## src/rtl/hazard_stall_controller_pkg.sv

```systemverilog
// Shared types and constants for the pipeline hazard/stall controller.
// Latency: n/a (declarations only).
// Backpressure: n/a.
package hazard_pkg;

    // Two-bit encoding leaves spare codes so a corrupted state register is recoverable.
    typedef enum logic [1:0] {
        IDLE     = 2'b00,
        MUL_BUSY = 2'b01
    } hz_state_e;

    // Default number of cycles a multiply occupies EX.
    localparam int MUL_LATENCY_DEF = 3;

    // Width of the multiply cycle counter; holds latencies up to 15.
    localparam int MUL_CNT_W = 4;

    // Instruction word loaded by the IF/ID and ID/EX bubble muxes (addi x0,x0,0).
    localparam logic [31:0] NOP_INSTR = 32'h0000_0013;

endpackage

```

## src/rtl/hazard_load_use_detect.sv

```systemverilog
// Flags a load in EX whose destination is a source of the instruction in ID.
// Latency: purely combinational, same cycle.
// Backpressure: none; the result only feeds the stall decision.
module hazard_load_use_detect #(
    parameter int REG_ADDR_W = 5
) (
    input  logic [REG_ADDR_W-1:0] i_id_rs1,
    input  logic [REG_ADDR_W-1:0] i_id_rs2,
    input  logic                  i_id_use_rs1,
    input  logic                  i_id_use_rs2,
    input  logic [REG_ADDR_W-1:0] i_ex_rd,
    input  logic                  i_ex_reg_write,
    input  logic                  i_ex_mem_read,
    output logic                  o_hazard
);

    logic w_rs1_match;
    logic w_rs2_match;
    logic w_load_wr;

    // x0 is never a real dependency, so a load targeting it cannot cause a hazard.
    always_comb begin
        w_load_wr   = i_ex_mem_read & i_ex_reg_write & (i_ex_rd != '0);
        w_rs1_match = i_id_use_rs1 & (i_id_rs1 == i_ex_rd);
        w_rs2_match = i_id_use_rs2 & (i_id_rs2 == i_ex_rd);
        o_hazard    = w_load_wr & (w_rs1_match | w_rs2_match);
    end

endmodule

```

## src/rtl/hazard_stall_controller.sv

```systemverilog
// Pipeline sequencing: multiply stall in EX, taken-branch flush, load-use bubble, stall perf counter.
// Latency: all controls combinational from inputs and FSM state; multiply result valid MUL_LATENCY-1 cycles after start.
// Backpressure: freezes PC/IF-ID/ID-EX while a multiply runs; holds PC/IF-ID one cycle on load-use.
module hazard_stall_controller
    import hazard_pkg::*;
#(
    parameter int MUL_LATENCY = MUL_LATENCY_DEF,
    parameter int REG_ADDR_W  = 5,
    parameter int CNT_W       = 32
) (
    input  logic                  clk,
    input  logic                  arst_n,
    input  logic [REG_ADDR_W-1:0] id_rs1,
    input  logic [REG_ADDR_W-1:0] id_rs2,
    input  logic                  id_use_rs1,
    input  logic                  id_use_rs2,
    input  logic [REG_ADDR_W-1:0] ex_rd,
    input  logic                  ex_reg_write,
    input  logic                  ex_mem_read,
    input  logic                  ex_is_mul,
    input  logic                  ex_branch_tkn,
    output logic                  pc_hold,
    output logic                  if_id_hold,
    output logic                  id_ex_hold,
    output logic                  id_ex_bubble,
    output logic                  if_id_flush,
    output logic                  ex_mem_bubble,
    output logic                  mul_start,
    output logic                  mul_valid,
    output logic [CNT_W-1:0]      stall_cnt
);

    // Legal MUL_LATENCY is 2..15, so the 4-bit counter always reaches it.
    localparam logic [MUL_CNT_W-1:0] LP_LAT = MUL_CNT_W'(MUL_LATENCY);

    hz_state_e              r_state;
    hz_state_e              w_state_nxt;
    logic [MUL_CNT_W-1:0]   r_cnt;
    logic [MUL_CNT_W-1:0]   w_cnt_nxt;
    logic [CNT_W-1:0]       r_stall_cnt;

    logic w_load_use;
    logic w_fsm_idle;
    logic w_mul_stall;
    logic w_mul_start;
    logic w_mul_valid;
    logic w_branch;
    logic w_lu_stall;
    logic w_pc_hold;
    logic w_if_id_hold;
    logic w_id_ex_bubble;

    hazard_load_use_detect #(
        .REG_ADDR_W (REG_ADDR_W)
    ) u_load_use (
        .i_id_rs1       (id_rs1),
        .i_id_rs2       (id_rs2),
        .i_id_use_rs1   (id_use_rs1),
        .i_id_use_rs2   (id_use_rs2),
        .i_ex_rd        (ex_rd),
        .i_ex_reg_write (ex_reg_write),
        .i_ex_mem_read  (ex_mem_read),
        .o_hazard       (w_load_use)
    );

    // Multiply FSM state and cycle counter; reset abandons any multiply in flight.
    always_ff @(posedge clk or negedge arst_n) begin
        if (!arst_n) begin
            r_state <= IDLE;
            r_cnt   <= '0;
        end else begin
            r_state <= w_state_nxt;
            r_cnt   <= w_cnt_nxt;
        end
    end

    // Next state and multiply controls; the counter starts at 2 so the result lands on cycle MUL_LATENCY.
    always_comb begin
        w_state_nxt = r_state;
        w_cnt_nxt   = r_cnt;
        w_fsm_idle  = 1'b0;
        w_mul_stall = 1'b0;
        w_mul_start = 1'b0;
        w_mul_valid = 1'b0;
        case (r_state)
            IDLE: begin
                w_fsm_idle = 1'b1;
                if (ex_is_mul) begin
                    w_mul_start = 1'b1;
                    w_mul_stall = 1'b1;
                    w_state_nxt = MUL_BUSY;
                    w_cnt_nxt   = MUL_CNT_W'(2);
                end
            end
            MUL_BUSY: begin
                if (r_cnt < LP_LAT) begin
                    w_mul_stall = 1'b1;
                    w_cnt_nxt   = r_cnt + MUL_CNT_W'(1);
                end else begin
                    // Result cycle: ex_is_mul still shows the same multiply, so it is ignored here.
                    w_mul_valid = 1'b1;
                    w_state_nxt = IDLE;
                    w_cnt_nxt   = '0;
                end
            end
            default: begin
                w_state_nxt = IDLE;
                w_cnt_nxt   = '0;
            end
        endcase
    end

    // Pipeline controls with priority multiply stall > branch flush > load-use.
    always_comb begin
        w_branch       = w_fsm_idle & ~w_mul_stall & ex_branch_tkn;
        w_lu_stall     = ~w_mul_stall & ~w_branch & w_load_use;
        w_pc_hold      = w_mul_stall | w_lu_stall;
        w_if_id_hold   = w_mul_stall | w_lu_stall;
        w_id_ex_bubble = w_branch | w_lu_stall;
    end

    // Saturating count of cycles in which the PC is frozen.
    always_ff @(posedge clk or negedge arst_n) begin
        if (!arst_n) begin
            r_stall_cnt <= '0;
        end else if (w_pc_hold && (r_stall_cnt != {CNT_W{1'b1}})) begin
            r_stall_cnt <= r_stall_cnt + CNT_W'(1);
        end
    end

    // Every output is forced low while reset is held, including the combinational ones.
    assign pc_hold       = arst_n & w_pc_hold;
    assign if_id_hold    = arst_n & w_if_id_hold;
    assign id_ex_hold    = arst_n & w_mul_stall;
    assign id_ex_bubble  = arst_n & w_id_ex_bubble;
    assign if_id_flush   = arst_n & w_branch;
    assign ex_mem_bubble = arst_n & w_mul_stall;
    assign mul_start     = arst_n & w_mul_start;
    assign mul_valid     = arst_n & w_mul_valid;
    assign stall_cnt     = r_stall_cnt;

endmodule

```

## config.mk

```make
export PLATFORM = sky130hd
export DESIGN_NAME = hazard_stall_controller
export DESIGN_NICKNAME = d
export VERILOG_FILES = /design/src/rtl/hazard_stall_controller_pkg.sv /design/src/rtl/hazard_load_use_detect.sv /design/src/rtl/hazard_stall_controller.sv
export SDC_FILE = /design/constraint.sdc
export NUM_CORES = 1
export LEC_CHECK = 0
export ABC_AREA = 0
export BUFFER_PORTS_ARGS = -buffer_cell sky130_fd_sc_hd__buf_4
export CAP_MARGIN = 30
export CORE_MARGIN = 2
export CORE_UTILIZATION = 30
export DETAILED_ROUTE_END_ITERATION = 10
export PLACE_DENSITY_LB_ADDON = 0.08
export SYNTH_ARGS = -nofsm -noshare
export SYNTH_HDL_FRONTEND = slang
export SYNTH_HIERARCHICAL = 1
export SYNTH_SLANG_ARGS = --single-unit
```

## constraint.sdc

```tcl
create_clock -name clk -period 4.93 [get_ports clk]
set_input_delay 0.2465 -clock clk [delete_from_list [all_inputs] [get_ports clk]]
set_output_delay 0.2465 -clock clk [all_outputs]
set_load 0.01 [all_outputs]
```

* Word level (Yosys, flattened, before mapping)
Cells that the tools add are included.
** Operators by class
- Add/sub/neg operators :: 2
- $lt $le $gt $ge :: 1
- Equal/unequal tests :: 6
- Muxes and demuxes :: 13
- Bitwise logic cells :: 20
- Reductions and logical operators :: 4
** Operator list (count)
- adder 32 x 1 -> 32 bit, second input constant :: 1
- inequality test 32 bit, second input constant :: 1
- AND 1 bit :: 15
- equality test 5 bit :: 2
- two-way mux 4 bit :: 2
- one-hot mux 4 bit (2 select lines) :: 1
- two-way mux 1 bit :: 6
- nonzero test 5 bit :: 1
- adder 4 x 1 -> 4 bit, second input constant :: 1
- < comparator 4 x 2 -> 1 bit, second input constant :: 1
- two-way mux 2 bit :: 2
- inequality test 2 bit, second input constant :: 2
- one-hot mux 2 bit (2 select lines) :: 1
- bitwise OR 1 bit :: 3
- equality test 2 x 1 -> 1 bit, second input constant :: 1
- zero test 2 bit :: 1
- inverter 1 bit :: 2
- one-hot mux 1 bit (2 select lines) :: 1
- AND reduction 2 bit :: 1
- logical AND 1 bit :: 1
** Storage, ports and cells
- Register bits after elaboration :: 38
- Input bits :: 23
- Output and inout port bits :: 40
- Logic and storage cells :: 49

* Depth between registers and ports, before layout
Gate-level depths: netlist (run 1).
- Depth in word-level cells :: 11
- Depth in mapped cells :: 10
- Gate-level depth less buffers :: 9

* By module
Netlist (run 1), hierarchy kept.
** Modules (own cells, without submodules)
- hazard_stall_controller :: times used 1, cells an instance 186, area an instance 1860.5 um^2, sequential area each 925.9 um^2
- hazard_load_use_detect :: times used 1, cells an instance 17, area an instance 135.1 um^2, sequential area each 0.0 um^2

* Least setup slack after synthesis (run 1)
Ideal clock, no wire load.
- Path type :: input-to-reg
- Start point :: input id_rs1[0]
- End point :: register r_stall_cnt[1], in the netlist stall_cnt[1]
- Setup time :: 125 ps
- Arrival time :: 2189 ps
- Data required time :: 4805 ps
- Path slack :: 2617 ps
- Stages on the path :: 9
- Buffers on the path :: 1
- Cell sequence :: xor2_1 -> nor4_1 -> nand3_1 -> a21oi_1 -> nor2b_1 -> o32ai_1 -> buf_2 -> a31oi_1 -> mux2_2
** On the way
- Word-level cells in the longest chain between the ends :: 7
** RTL lines
- start, declared :: line hazard_stall_controller.sv:13 : input logic [REG_ADDR_W-1:0] id_rs1,
- equality test 5 bit :: line hazard_load_use_detect.sv:24 : w_rs1_match = i_id_use_rs1 & (i_id_rs1 == i_ex_rd);
- AND 1 bit :: line hazard_load_use_detect.sv:24
- bitwise OR 1 bit :: line hazard_load_use_detect.sv:26 : o_hazard = w_load_wr & (w_rs1_match | w_rs2_match);
- AND 1 bit :: line hazard_load_use_detect.sv:26
- named net w_load_use :: line hazard_stall_controller.sv:42 : logic w_load_use;
- AND 1 bit :: line hazard_stall_controller.sv:116 : w_lu_stall = ~w_mul_stall & ~w_branch & w_load_use;
- bitwise OR 1 bit :: line hazard_stall_controller.sv:117 : w_pc_hold = w_mul_stall | w_lu_stall;
- logical AND 1 bit :: line hazard_stall_controller.sv:126 : end else if (w_pc_hold && (r_stall_cnt != {CNT_W{1'b1}})) begin
- end signal, assigned :: line hazard_stall_controller.sv:127 : r_stall_cnt <= r_stall_cnt + CNT_W'(1);
- end, declared :: line hazard_stall_controller.sv:40 : logic [CNT_W-1:0] r_stall_cnt;
The timed path passes the listed nets, and every way through them passes these cells.
A chain may end at the register's enable or synchronous reset.

* Final worst setup path (run 1)
- Start point :: register r_cnt[0]
- End point :: register r_stall_cnt[1], in the netlist stall_cnt[1]
** On the way
- Word-level cells in the longest chain between the ends :: 11
** RTL lines
- start, declared :: line hazard_stall_controller.sv:38 : logic [MUL_CNT_W-1:0] r_cnt;
- start signal, assigned :: line hazard_stall_controller.sv:73 : r_cnt <= w_cnt_nxt;
- < comparator 4 x 2 -> 1 bit (*) :: line hazard_stall_controller.sv:96 : if (r_cnt < LP_LAT) begin
- two-way mux 1 bit (*) :: line hazard_stall_controller.sv:96
- one-hot mux 1 bit (2 select lines) (*) :: line hazard_stall_controller.sv:85 : case (r_state)
- inverter 1 bit :: line hazard_stall_controller.sv:115, hazard_stall_controller.sv:116
- AND 1 bit (2 in a row) :: line hazard_stall_controller.sv:115 : w_branch = w_fsm_idle & ~w_mul_stall & ex_branch_tkn;
- inverter 1 bit :: line hazard_stall_controller.sv:116
- AND 1 bit (2 in a row) :: line hazard_stall_controller.sv:116
- bitwise OR 1 bit (*) :: line hazard_stall_controller.sv:117
- logical AND 1 bit (*) :: line hazard_stall_controller.sv:126
Every way passes the cells marked *; elsewhere a longest branch is shown, timed or not.

==> results of run 1 <==
cells in the final DEF (no fill, tap or decap), drive strengths merged, types with 5 or more instances in the layout:
master,n
o21ai,5
xnor2,19
nor2,18
and3,6
dfrtp,37
nand2,15
xor2,17
clkbuf,7
buf,63
nand3,20
nor3,11
nand4,12
worst max-delay path by stage:
| stage | to | slack, ns | cells past startpoint |
|---|---|---|---|
| 6_report | stall_cnt[1]$_DFFE_PN0P_ | 2.39 | 6 |
| 5_1_grt | stall_cnt[28]$_DFFE_PN0P_ | 2.19 | 7 |
| 4_1_cts | stall_cnt[1]$_DFFE_PN0P_ | 2.30 | 6 |
| 3_5_place_dp | stall_cnt[1]$_DFFE_PN0P_ | 2.17 | 10 |
| 3_3_place_gp | stall_cnt[1]$_DFFE_PN0P_ | 2.15 | 10 |
| 2_1_floorplan | stall_cnt[1]$_DFFE_PN0P_ | 2.62 | 9 |
state kept, by name, summed over array words and instances, names as in the netlist:
| register | count |
|---|---|
| r_state | 1 |
| stall_cnt | 32 |
| r_cnt | 4 |
worst register-to-register path: stages (launching register included):
cell	delay (ns)
dfrtp_1	0.40
ha_1	0.20
nor3_1	0.49
o32ai_1	0.19
buf_4	0.21
a31oi_1	0.54
mux2_2	0.41
stage by stage:
| step | util (%) | cells | hold slack [ns] | area, sq um |
|---|---|---|---|---|
| after floorplan | - | 203 | -0.0491 | 2000 |
| after CTS | 41.5 | 348 | 0.245 | 2650 |
| final | 41.5 | 348 | 0.254 | 2650 |
| after detailed placement | 39.8 | 339 | 0.259 | 2540 |
| after global placement | 39.8 | 339 | 0.263 | 2540 |
| after global routing | 41.5 | 348 | 0.252 | 2650 |
logic make-up after synthesis:
kind of cell	Yosys count	share of synthesized area [%]
and+or+nand+nor	100	26.5
DFF	37	46.4
xor gates and xnor gates	36	15.8
AOI/OAI and AO/OA	18	6.58
buffers and inverters	7	1.75
muxes	3	1.69
adders and majority gates	2	1.25
report_power, final:
| group | switching [mW] | internal [mW] |
|---|---|---|
| Clock | 0.110 | 0.126 |
| Combinational | 0.149 | 0.148 |
| Sequential | 0.0689 | 0.354 |
| Total | 0.328 | 0.628 |
routing by layer:
metal / vias to the layer above / track usage [%] / routed length (um)
li1: 856 / - / -
met4: 0 / 3.03 / 48
met1: 831 / 19.7 / 2430
met3: 4 / 5.00 / 296
met2: 38 / 21.7 / 2260
met5: - / 0 / 0
area by class of cell:
| class | count | area [sq um] |
|---|---|---|
| Clock inverter | 1 | 5.00 |
| Sequential cell | 37 | 926 |
| Inverter | 3 | 11.3 |
| Clock buffer | 7 | 96.3 |
| Tap cell | 77 | 96.3 |
| Multi-Input combinational cell | 159 | 1030 |
| Timing Repair Buffer | 64 | 483 |
| Fill cell | 672 | 3730 |
what timing repair did:
action / CTS / global route
buffers inserted: 0 / 0
setup endpoints to repair: 0 / 0
gates resized for setup: 0 / 0
endpoints found under the hold margin: 37 / 0
hold buffers: 1 / 0
==> results.py, run 1 <==
metrics = {
    "run_status": {
        "status": "finished clean",
    },
    "timing": {
        "setup_slack_ns": 2.39,
        "slew_viol_final": 0,
        "worst_pin_slew_ns": 0.835,
        "skew_ns": 0.00683,
        "setup_viol": 0,
        "hold_viol": 0,
        "worst_slew_margin_rel_pct": 43.9,
        "finalCriticalPeriod_ns": 2.54,
        "min_period_over_period_pct": 51.5,
        "rsz0062_at_grt": "false",
        "fmax_ghz": 0.394,
        "tns_ns": 0,
    },
    "synthesis": {
        "avgSynthCellArea_sq_um": 9.83,
        "syn_nets": 228,
        "synth_area_sq_um": 2000,
        "yosysTopAreaCell": "dfrtp_1",
        "yosysTopAreaCellShare_pct": 46.4,
        "yosys_warnings": 6,
        "ys_types": 35,
        "async_reset_ff_share_pct": 100,
        "syn_inst": 203,
        "seq_area_frac_synth_pct": 46.4,
        "synth-edff-count": 0,
        "synth_area_leaders": "dfrtp_1 46%, xnor2_1 8.3%, xor2_1 7.5%",
        "ys_seq_elements": 37,
        "synth_commonest_cells": "37 x dfrtp_1, 20 x nand3_1, 19 x xnor2_1",
        "yosysMostFrequentCell": "dfrtp_1",
        "ys.flop_type": "dfrtp_1",
    },
    "grt": {
        "grt_pass1_vias": 1737,
        "grt_pass1_wl_um": 8320,
        "antenna_found_initial": 0,
        "grt-ovfl-total": 0,
        "grtUsageTotal_pct": 14.3,
        "grt_max_degree": 41,
    },
    "die": {
        "die_area_sq_um": 7320,
        "num_io_pins": 63,
        "row_count": 29,
        "core-area_sq_um": 6390,
        "die-height_um": 85.6,
        "fp.dieW_um": 85.6,
        "start_util_pct": 31.2,
    },
    "setup_path": {
        "r2r_cells": 6,
        "regToRegSetupSlack_ns": 2.39,
        "end_kind": "flop",
        "start_kind": "flop",
        "critPathTopFamily": "compound AO/OA/AOI/OAI gates",
        "crit_chain": "ha_1 > nor3_1 > o32ai_1 > buf_4 > a31oi_1 > mux2_2",
        "worstSetupPathType": "flop to flop",
        "r2r-end": "stall_cnt[1]$_DFFE_PN0P_",
        "path_max_fanout": 11,
        "cp.required_ns": 5.10,
        "slowest_delay_ns": 0.53,
        "critical-path-slowest-cell": "a31oi_1",
        "reg2reg_from": "r_cnt[0]$_DFFE_PN0P_",
        "cp.arrival_ns": 2.71,
        "startpoint": "r_cnt[0]$_DFFE_PN0P_",
        "path_buf_inv": 1,
    },
    "place": {
        "place_congestion": 0.788,
        "hpwl_um": 3730,
        "dp_slack_ns": 2.17,
        "io_buffers": 62,
    },
    "pwr": {
        "p_per_area_nw_per_um2": 360,
        "finalPower_mw": 0.956,
        "power_leakage_nw": 1.18,
        "peakVddDrop_uv": 124,
    },
    "route": {
        "vias_per_cell": 4.97,
        "dr.first_iter.drc_count": 66,
        "remaining_drc_errors": 0,
        "wl_per_cell_um": 14.5,
        "vias": 1729,
        "postRouteAntennaNets": 0,
        "drtPass1Iterations": 4,
        "finalWirelength_um": 5040,
    },
    "finish": {
        "area_delta_synth_final_pct": 32.9,
        "drive_gt1_share_pct": 29.9,
        "nets": 295,
        "diodes": 0,
    },
    "cts": {
        "htreeDepth": 2,
        "insertion_delay_ns": 0.29,
        "path_clk_slew_ns": 0.07,
        "cts_buffers": 5,
        "cts_buffer_depth": 2,
        "root_buffer": "clkbuf_8",
        "cts_tree": "yes",
        "clkSinkCount": 37,
    },
    "worst_hold_path": {
        "holdPathStages": 3,
        "worstHoldEndpoint": "r_state[0]$_DFFE_PN0P_",
        "hold_path_class": "primary input to flop",
        "min_from": "ex_is_mul",
    },
    "job": {
        "drv_cap": 0,
    },
}
No activity file was read; power rests on OpenSTA's default activity.
==> inputs of run 2 (changes only) <==
--- a/config.mk
+++ b/config.mk
@@ -5,7 +5,7 @@
 export SDC_FILE = /design/constraint.sdc
 export NUM_CORES = 1
 export LEC_CHECK = 0
-export ABC_AREA = 0
+export ABC_AREA = 1
 export BUFFER_PORTS_ARGS = -buffer_cell sky130_fd_sc_hd__buf_4
 export CAP_MARGIN = 30
 export CORE_MARGIN = 2
==> constraint.sdc (replaced) <==
create_clock -name clk -period 2.35 [get_ports clk]
set_input_delay 0.1175 -clock clk [delete_from_list [all_inputs] [get_ports clk]]
set_output_delay 0.1175 -clock clk [all_outputs]
set_load 0.01 [all_outputs]
==> results.py, run 2 <==
metrics = {
    "timing": {
        "worst_hold_slack_ns": 0.140,
        "slew_viol_final": 0,
        "worst_pin_slew_ns": 0.422,
        "rsz0062_at_grt": "false",
        "worst_slew_margin_rel_pct": 71.8,
        "setup_viol": 0,
        "hold_viol": 0,
        "skew_ns": 0.00521,
        "tns_ns": 0,
        "finalCriticalPeriod_ns": 1.94,
        "fmax_ghz": 0.515,
        "min_period_over_period_pct": 82.6,
    },
    "synthesis": {
        "async_reset_ff_share_pct": 100,
        "syn_inst": 443,
        "synth_commonest_cells": "216 x nand2_1, 64 x nor2_1, 43 x inv_1",
        "seq_area_frac_synth_pct": 33.8,
        "yosysTopAreaCell": "dfrtp_1",
        "ys_seq_elements": 37,
        "syn_nets": 468,
        "yosys_warnings": 6,
        "yosysMostFrequentCell": "nand2_1",
        "ys.flop_type": "dfrtp_1",
        "ys_types": 25,
        "yosysTopAreaCellShare_pct": 33.8,
        "synth_area_sq_um": 2740,
        "avgSynthCellArea_sq_um": 6.18,
        "synth_area_leaders": "dfrtp_1 34%, nand2_1 30%, nor2_1 8.8%",
        "synth-edff-count": 0,
    },
    "finish": {
        "final_cells": 614,
        "drive_gt1_share_pct": 18.8,
        "final_cell_mix": "216 x nand2_1, 64 x nor2_1, 63 x buf_4",
        "largest_register_ffs": 32,
        "nets": 532,
        "utilization_pct": 38.3,
        "layout_commonest_cell": "nand2_1",
        "area_delta_synth_final_pct": 22.5,
        "diodes": 0,
    },
    "job": {
        "drv_cap": 0,
    },
    "pwr": {
        "power_leakage_nw": 1.79,
        "power_frac_clock_pct": 20.7,
        "switching_power_mw": 0.835,
        "seqPwrFrac_pct": 40.3,
        "peakVddDrop_uv": 228,
        "p_sw_share_pct": 41.0,
        "p_comb_share_pct": 39.0,
        "p_per_area_nw_per_um2": 607,
        "p_int_mw": 1.20,
        "finalPower_mw": 2.04,
    },
    "route": {
        "dr.first_iter.drc_count": 93,
        "wl_met1_um": 3710,
        "postRouteAntennaNets": 0,
        "dr_wl_met3_um": 262,
        "finalWirelength_um": 7380,
        "vias": 2674,
        "route.met2.wl_um": 3310,
        "vias_per_cell": 4.36,
        "remaining_drc_errors": 0,
        "drtPass1Iterations": 4,
        "wl_per_cell_um": 12.0,
        "topRoutingLayerUsed": "met4",
    },
    "grt": {
        "grt_pass1_vias": 2594,
        "grtUsageTotal_pct": 15.7,
        "grt_pass1_wl_um": 12500,
        "grt_max_degree": 36,
        "grt-ovfl-total": 0,
        "antenna_found_initial": 0,
    },
    "place": {
        "io_buffers": 62,
        "place_congestion": 0.835,
        "dp.cells": 607,
        "hpwl_um": 5840,
    },
    "setup_path": {
        "critical-path-slowest-cell": "dfrtp_1",
        "cp.required_ns": 2.53,
        "startpoint": "stall_cnt[0]$_DFFE_PN0P_",
        "regToRegSetupSlack_ns": 0.41,
        "crit_chain": "ha_1 > inv_2 > nor2_4 > nand2_4 > nor2_8 > nand2_4 > nand2_8 > inv_6 > nand2_1 > nand2_1",
        "reg2reg_from": "stall_cnt[0]$_DFFE_PN0P_",
        "cp-endpoint": "stall_cnt[18]$_DFFE_PN0P_",
        "r2r_cells": 10,
        "r2r-end": "stall_cnt[18]$_DFFE_PN0P_",
        "path_max_fanout": 35,
        "cp.arrival_ns": 2.12,
        "worstSetupPathType": "flop to flop",
        "end_kind": "flop",
        "start_kind": "flop",
        "slowest_delay_ns": 0.45,
    },
    "cts": {
        "post_cts_buffers": 0,
        "cts_tree": "yes",
        "cts_buffer_depth": 2,
        "clkSinkCount": 37,
        "root_buffer": "clkbuf_8",
        "path_clk_slew_ns": 0.07,
        "insertion_delay_ns": 0.29,
        "htreeDepth": 2,
        "post_cts_resized": 0,
        "cts_buffers": 5,
    },
    "die": {
        "die_area_sq_um": 9900,
        "core-area_sq_um": 8760,
        "die-height_um": 99.5,
        "fp.dieW_um": 99.5,
        "start_util_pct": 31.2,
        "num_io_pins": 63,
        "row_count": 34,
    },
    "worst_hold_path": {
        "hold_path_class": "primary input to flop",
    },
    "run_status": {
        "status": "finished clean",
    },
}
## run 2: how the worst min path moves through the flow
| stage | slack, ns | depth (start not counted) | startpoint | to |
|---|---|---|---|---|
| final | 0.14 | 4 | ex_is_mul | r_cnt[0]$_DFFE_PN0P_ |
| after global routing | 0.17 | 4 | ex_is_mul | r_cnt[0]$_DFFE_PN0P_ |
| after CTS | 0.14 | 4 | ex_is_mul | r_cnt[0]$_DFFE_PN0P_ |
| after detailed placement | 0.02 | 1 | arst_n | r_cnt[3]$_DFFE_PN0P_ |
| after global placement | 0.02 | 1 | arst_n | r_cnt[3]$_DFFE_PN0P_ |
| after floorplan | -0.18 | 0 | arst_n | r_cnt[0]$_DFFE_PN0P_ |
## run 2: stage by stage
step	cell area, sq um	setup slack, ns
after detailed placement	3270	0.420
after global routing	3350	0.246
final	3350	0.408
after floorplan	2740	0.638
after CTS	3350	0.407
after global placement	3270	0.496
## run 2: layout make-up
class | instances | area [sq um]
Fill cell | 979 | 5410
Multi-Input combinational cell | 351 | 1550
Sequential cell | 37 | 926
Timing Repair Buffer | 64 | 483
Inverter | 48 | 185
Tap cell | 108 | 135
Clock buffer | 5 | 68.8
Clock inverter | 1 | 5.00
## run 2: cells by family (layout without fill, tap and decap cells)
logic type      count (synthesis)  in the layout  synth area share (%)
buf+inv                        55            118                  9.51
fa+ha+maj                       2              2                 0.914
xor+xnor                       13             13                  4.16
simple gates                  325            325                  49.4
compound gates                 11             11                  2.15
flops                          37             37                  33.8
## run 2: power groups by stage
| stage | registers [mW] | clock network, mW | logic (mW) |
|---|---|---|---|
| floorplan | 0.835 | 0 | 0.612 |
| global placement | 0.832 | 0 | 0.797 |
| detailed placement | 0.835 | 0 | 0.800 |
| CTS | 0.823 | 0.434 | 0.804 |
| global route | 0.838 | 0.467 | 0.886 |
| finish | 0.821 | 0.421 | 0.794 |
## run 2: critical path, delay by kind of cell, from the launching register on
| family | cells | cell delay [ns] |
|---|---|---|
| adder cells (fa/ha/maj) | 1 | 0.30 |
| buffers and inverters | 2 | 0.22 |
| flip-flops | 1 | 0.45 |
| AND/OR/NAND/NOR | 7 | 0.83 |
## run 2: layer usage
layer,vias up,GRT usage [%]
met1,1166,21.7
met4,0,4.64
met3,7,3.02
li1,1454,-
met2,47,25.1
met5,-,0
## run 2: what timing repair did
action,in CTS,in global routing
setup endpoints to repair,0,0
hold buffers,1,0
endpoints found under the hold margin,16,0
==> inputs of run 3 (changes only) <==
==> constraint.sdc (replaced) <==
create_clock -name clk -period 1.7 [get_ports clk]
set_input_delay 0.085 -clock clk [delete_from_list [all_inputs] [get_ports clk]]
set_output_delay 0.085 -clock clk [all_outputs]
set_load 0.01 [all_outputs]
==> results.py, run 3 (synthesis results as in run 2) <==
metrics = {
    "setup_path": {
        "regToRegSetupSlack_ns": 0.09,
        "start_kind": "flop",
        "crit_chain": "ha_2 > nor2_2 > nand2_2 > nand2_2 > nand2_2 > buf_6 > a21oi_4 > buf_6",
        "critical-path-slowest-cell": "dfrtp_1",
        "reg2reg_from": "r_cnt[0]$_DFFE_PN0P_",
        "cp.required_ns": 1.62,
        "cpMostUsedCell": "nand2_2",
        "path_max_fanout": 3,
        "slowest_delay_ns": 0.39,
        "worstSetupPathType": "flop to primary output",
        "cp.arrival_ns": 1.56,
        "r2r-end": "r_cnt[0]$_DFFE_PN0P_",
        "end_kind": "primary output",
        "r2r_cells": 9,
    },
    "timing": {
        "setup_viol": 0,
        "skew_ns": 0.00719,
        "worst_slew_margin_rel_pct": 67.9,
        "finalCriticalPeriod_ns": 1.65,
        "worst_pin_slew_ns": 0.482,
        "worst_hold_slack_ns": 0.122,
        "rsz0062_at_grt": "true",
        "min_period_over_period_pct": 97.0,
        "slew_viol_final": 0,
        "hold_viol": 0,
        "fmax_ghz": 0.606,
    },
    "pwr": {
        "p_per_area_nw_per_um2": 907,
        "power_leakage_nw": 2.04,
        "peakVddDrop_uv": 415,
    },
    "grt": {
        "gr-usage-met2_pct": 29.4,
        "grt_pass1_vias": 2841,
        "grt_busiest_layer": "met2",
        "grt_pass1_wl_um": 13900,
        "grt_use_met1_pct": 23.5,
        "antenna_found_initial": 0,
        "grt-ovfl-total": 0,
        "use_met3_pct": 2.74,
        "grtUsageTotal_pct": 17.5,
        "grt_max_degree": 37,
    },
    "finish": {
        "nets": 579,
        "utilization_pct": 43.6,
        "layout_commonest_cell": "nand2_1",
        "nFillCells": 947,
        "diodes": 0,
        "largest_register_ffs": 32,
        "area_delta_synth_final_pct": 39.7,
        "final_cell_mix": "213 x nand2_1, 105 x buf_4, 58 x nor2_1",
        "final_cells": 663,
        "drive_gt1_share_pct": 28.5,
    },
    "place": {
        "dp.cells": 643,
        "io_buffers": 62,
        "place_congestion": 0.817,
        "hpwl_um": 6420,
    },
    "die": {
        "fp.dieW_um": 99.5,
        "die_area_sq_um": 9900,
        "row_count": 34,
        "die-height_um": 99.5,
        "core-area_sq_um": 8760,
        "num_io_pins": 63,
        "start_util_pct": 31.2,
    },
    "route": {
        "drtPass1Iterations": 4,
        "finalWirelength_um": 8180,
        "wl_per_cell_um": 12.3,
        "dr.first_iter.drc_count": 113,
        "postRouteAntennaNets": 0,
        "vias": 2886,
        "remaining_drc_errors": 0,
        "vias_per_cell": 4.35,
    },
    "cts": {
        "insertion_delay_ns": 0.29,
        "root_buffer": "clkbuf_8",
        "clkSinkCount": 37,
        "cts_buffer_depth": 2,
        "path_clk_slew_ns": 0.08,
        "htreeDepth": 2,
        "cts_tree": "yes",
        "cts_buffers": 5,
    },
    "job": {
        "drv_cap": 0,
    },
    "run_status": {
        "status": "finished clean",
    },
    "worst_hold_path": {
        "hold_path_class": "primary input to asynchronous set/reset pin",
    },
}
[run 3: cell count changes in the layout (fill, tap and decap cells not counted), moves of 2 or more]
cell,previous run,this run
clkbuf_1,0,3
nor2_2,3,8
nor2_1,64,58
nand2_2,12,14
nand2_1,216,213
dfrtp_2,0,3
dfrtp_1,37,34
buf_12,0,2
ha_1,2,0
buf_6,0,3
ha_2,0,2
buf_4,63,105
[run 3: where the power goes]
group / internal, mW / total (mW) / switching (mW)
Combinational: 0.827 / 1.75 / 0.922
Sequential: 0.994 / 1.10 / 0.107
Clock: 0.292 / 0.617 / 0.325
Total: 2.11 / 3.47 / 1.35
[run 3: layer usage]
metal / vias up / routed length (um)
li1: 1554 / -
met1: 1266 / 3930
met2: 58 / 3820
met3: 8 / 303
met4: 0 / 131
met5: - / 0
[run 3: worst max path at each step]
stage / slack, ns / cells past startpoint / from / endpoint
2_1_floorplan: 0.01 / 11 / stall_cnt[0]$_DFFE_PN0P_ / stall_cnt[19]$_DFFE_PN0P_
3_3_place_gp: 0.09 / 10 / stall_cnt[0]$_DFFE_PN0P_ / stall_cnt[30]$_DFFE_PN0P_
3_5_place_dp: 0.07 / 10 / r_cnt[0]$_DFFE_PN0P_ / stall_cnt[22]$_DFFE_PN0P_
4_1_cts: 0.0003 / 11 / r_cnt[0]$_DFFE_PN0P_ / stall_cnt[22]$_DFFE_PN0P_
5_1_grt: -0.04 / 8 / r_cnt[0]$_DFFE_PN0P_ / if_id_hold
6_report: 0.05 / 8 / r_cnt[0]$_DFFE_PN0P_ / pc_hold
[run 3: layout make-up]
cell class                      count  area (sq um)  share of cell area [%]
Clock buffer                        8          80.1                    2.09
Sequential cell                    37           930                    24.3
Timing Repair Buffer              111           872                    22.8
Multi-Input combinational cell    351          1610                    42.2
Tap cell                          108           135                    3.54
Inverter                           48           193                    5.04
[run 3: worst max-delay path, delay by kind of cell, from the launching register on]
family,cells,cell delay (ns)
flops,1,0.39
simple gates,4,0.28
buf+inv,2,0.25
fa+ha+maj,1,0.19
compound gates,1,0.15
[run 3: per-stage QoR]
stage | total power [mW] | instance area, sq um | worst slack (ns) | setup TNS, ns
final | 3.47 | 3820 | 0.0502 | 0
after floorplan | 2.01 | 2740 | 0.0145 | 0
after detailed placement | 2.56 | 3570 | 0.0746 | 0
after CTS | 3.35 | 3740 | 0.000255 | 0
after global routing | 3.71 | 3820 | -0.0445 | -0.107
after global placement | 2.54 | 3570 | 0.0860 | 0
[run 3: timing repair]
action / in CTS / in global routing
gates resized for setup: 6 / 20
setup buffers: 9 / 2
pin swaps: 3 / 4
endpoints found under the hold margin: 37 / 0
gates cloned: 0 / 0
hold buffers: 1 / 0
setup endpoints to repair: 5 / 38
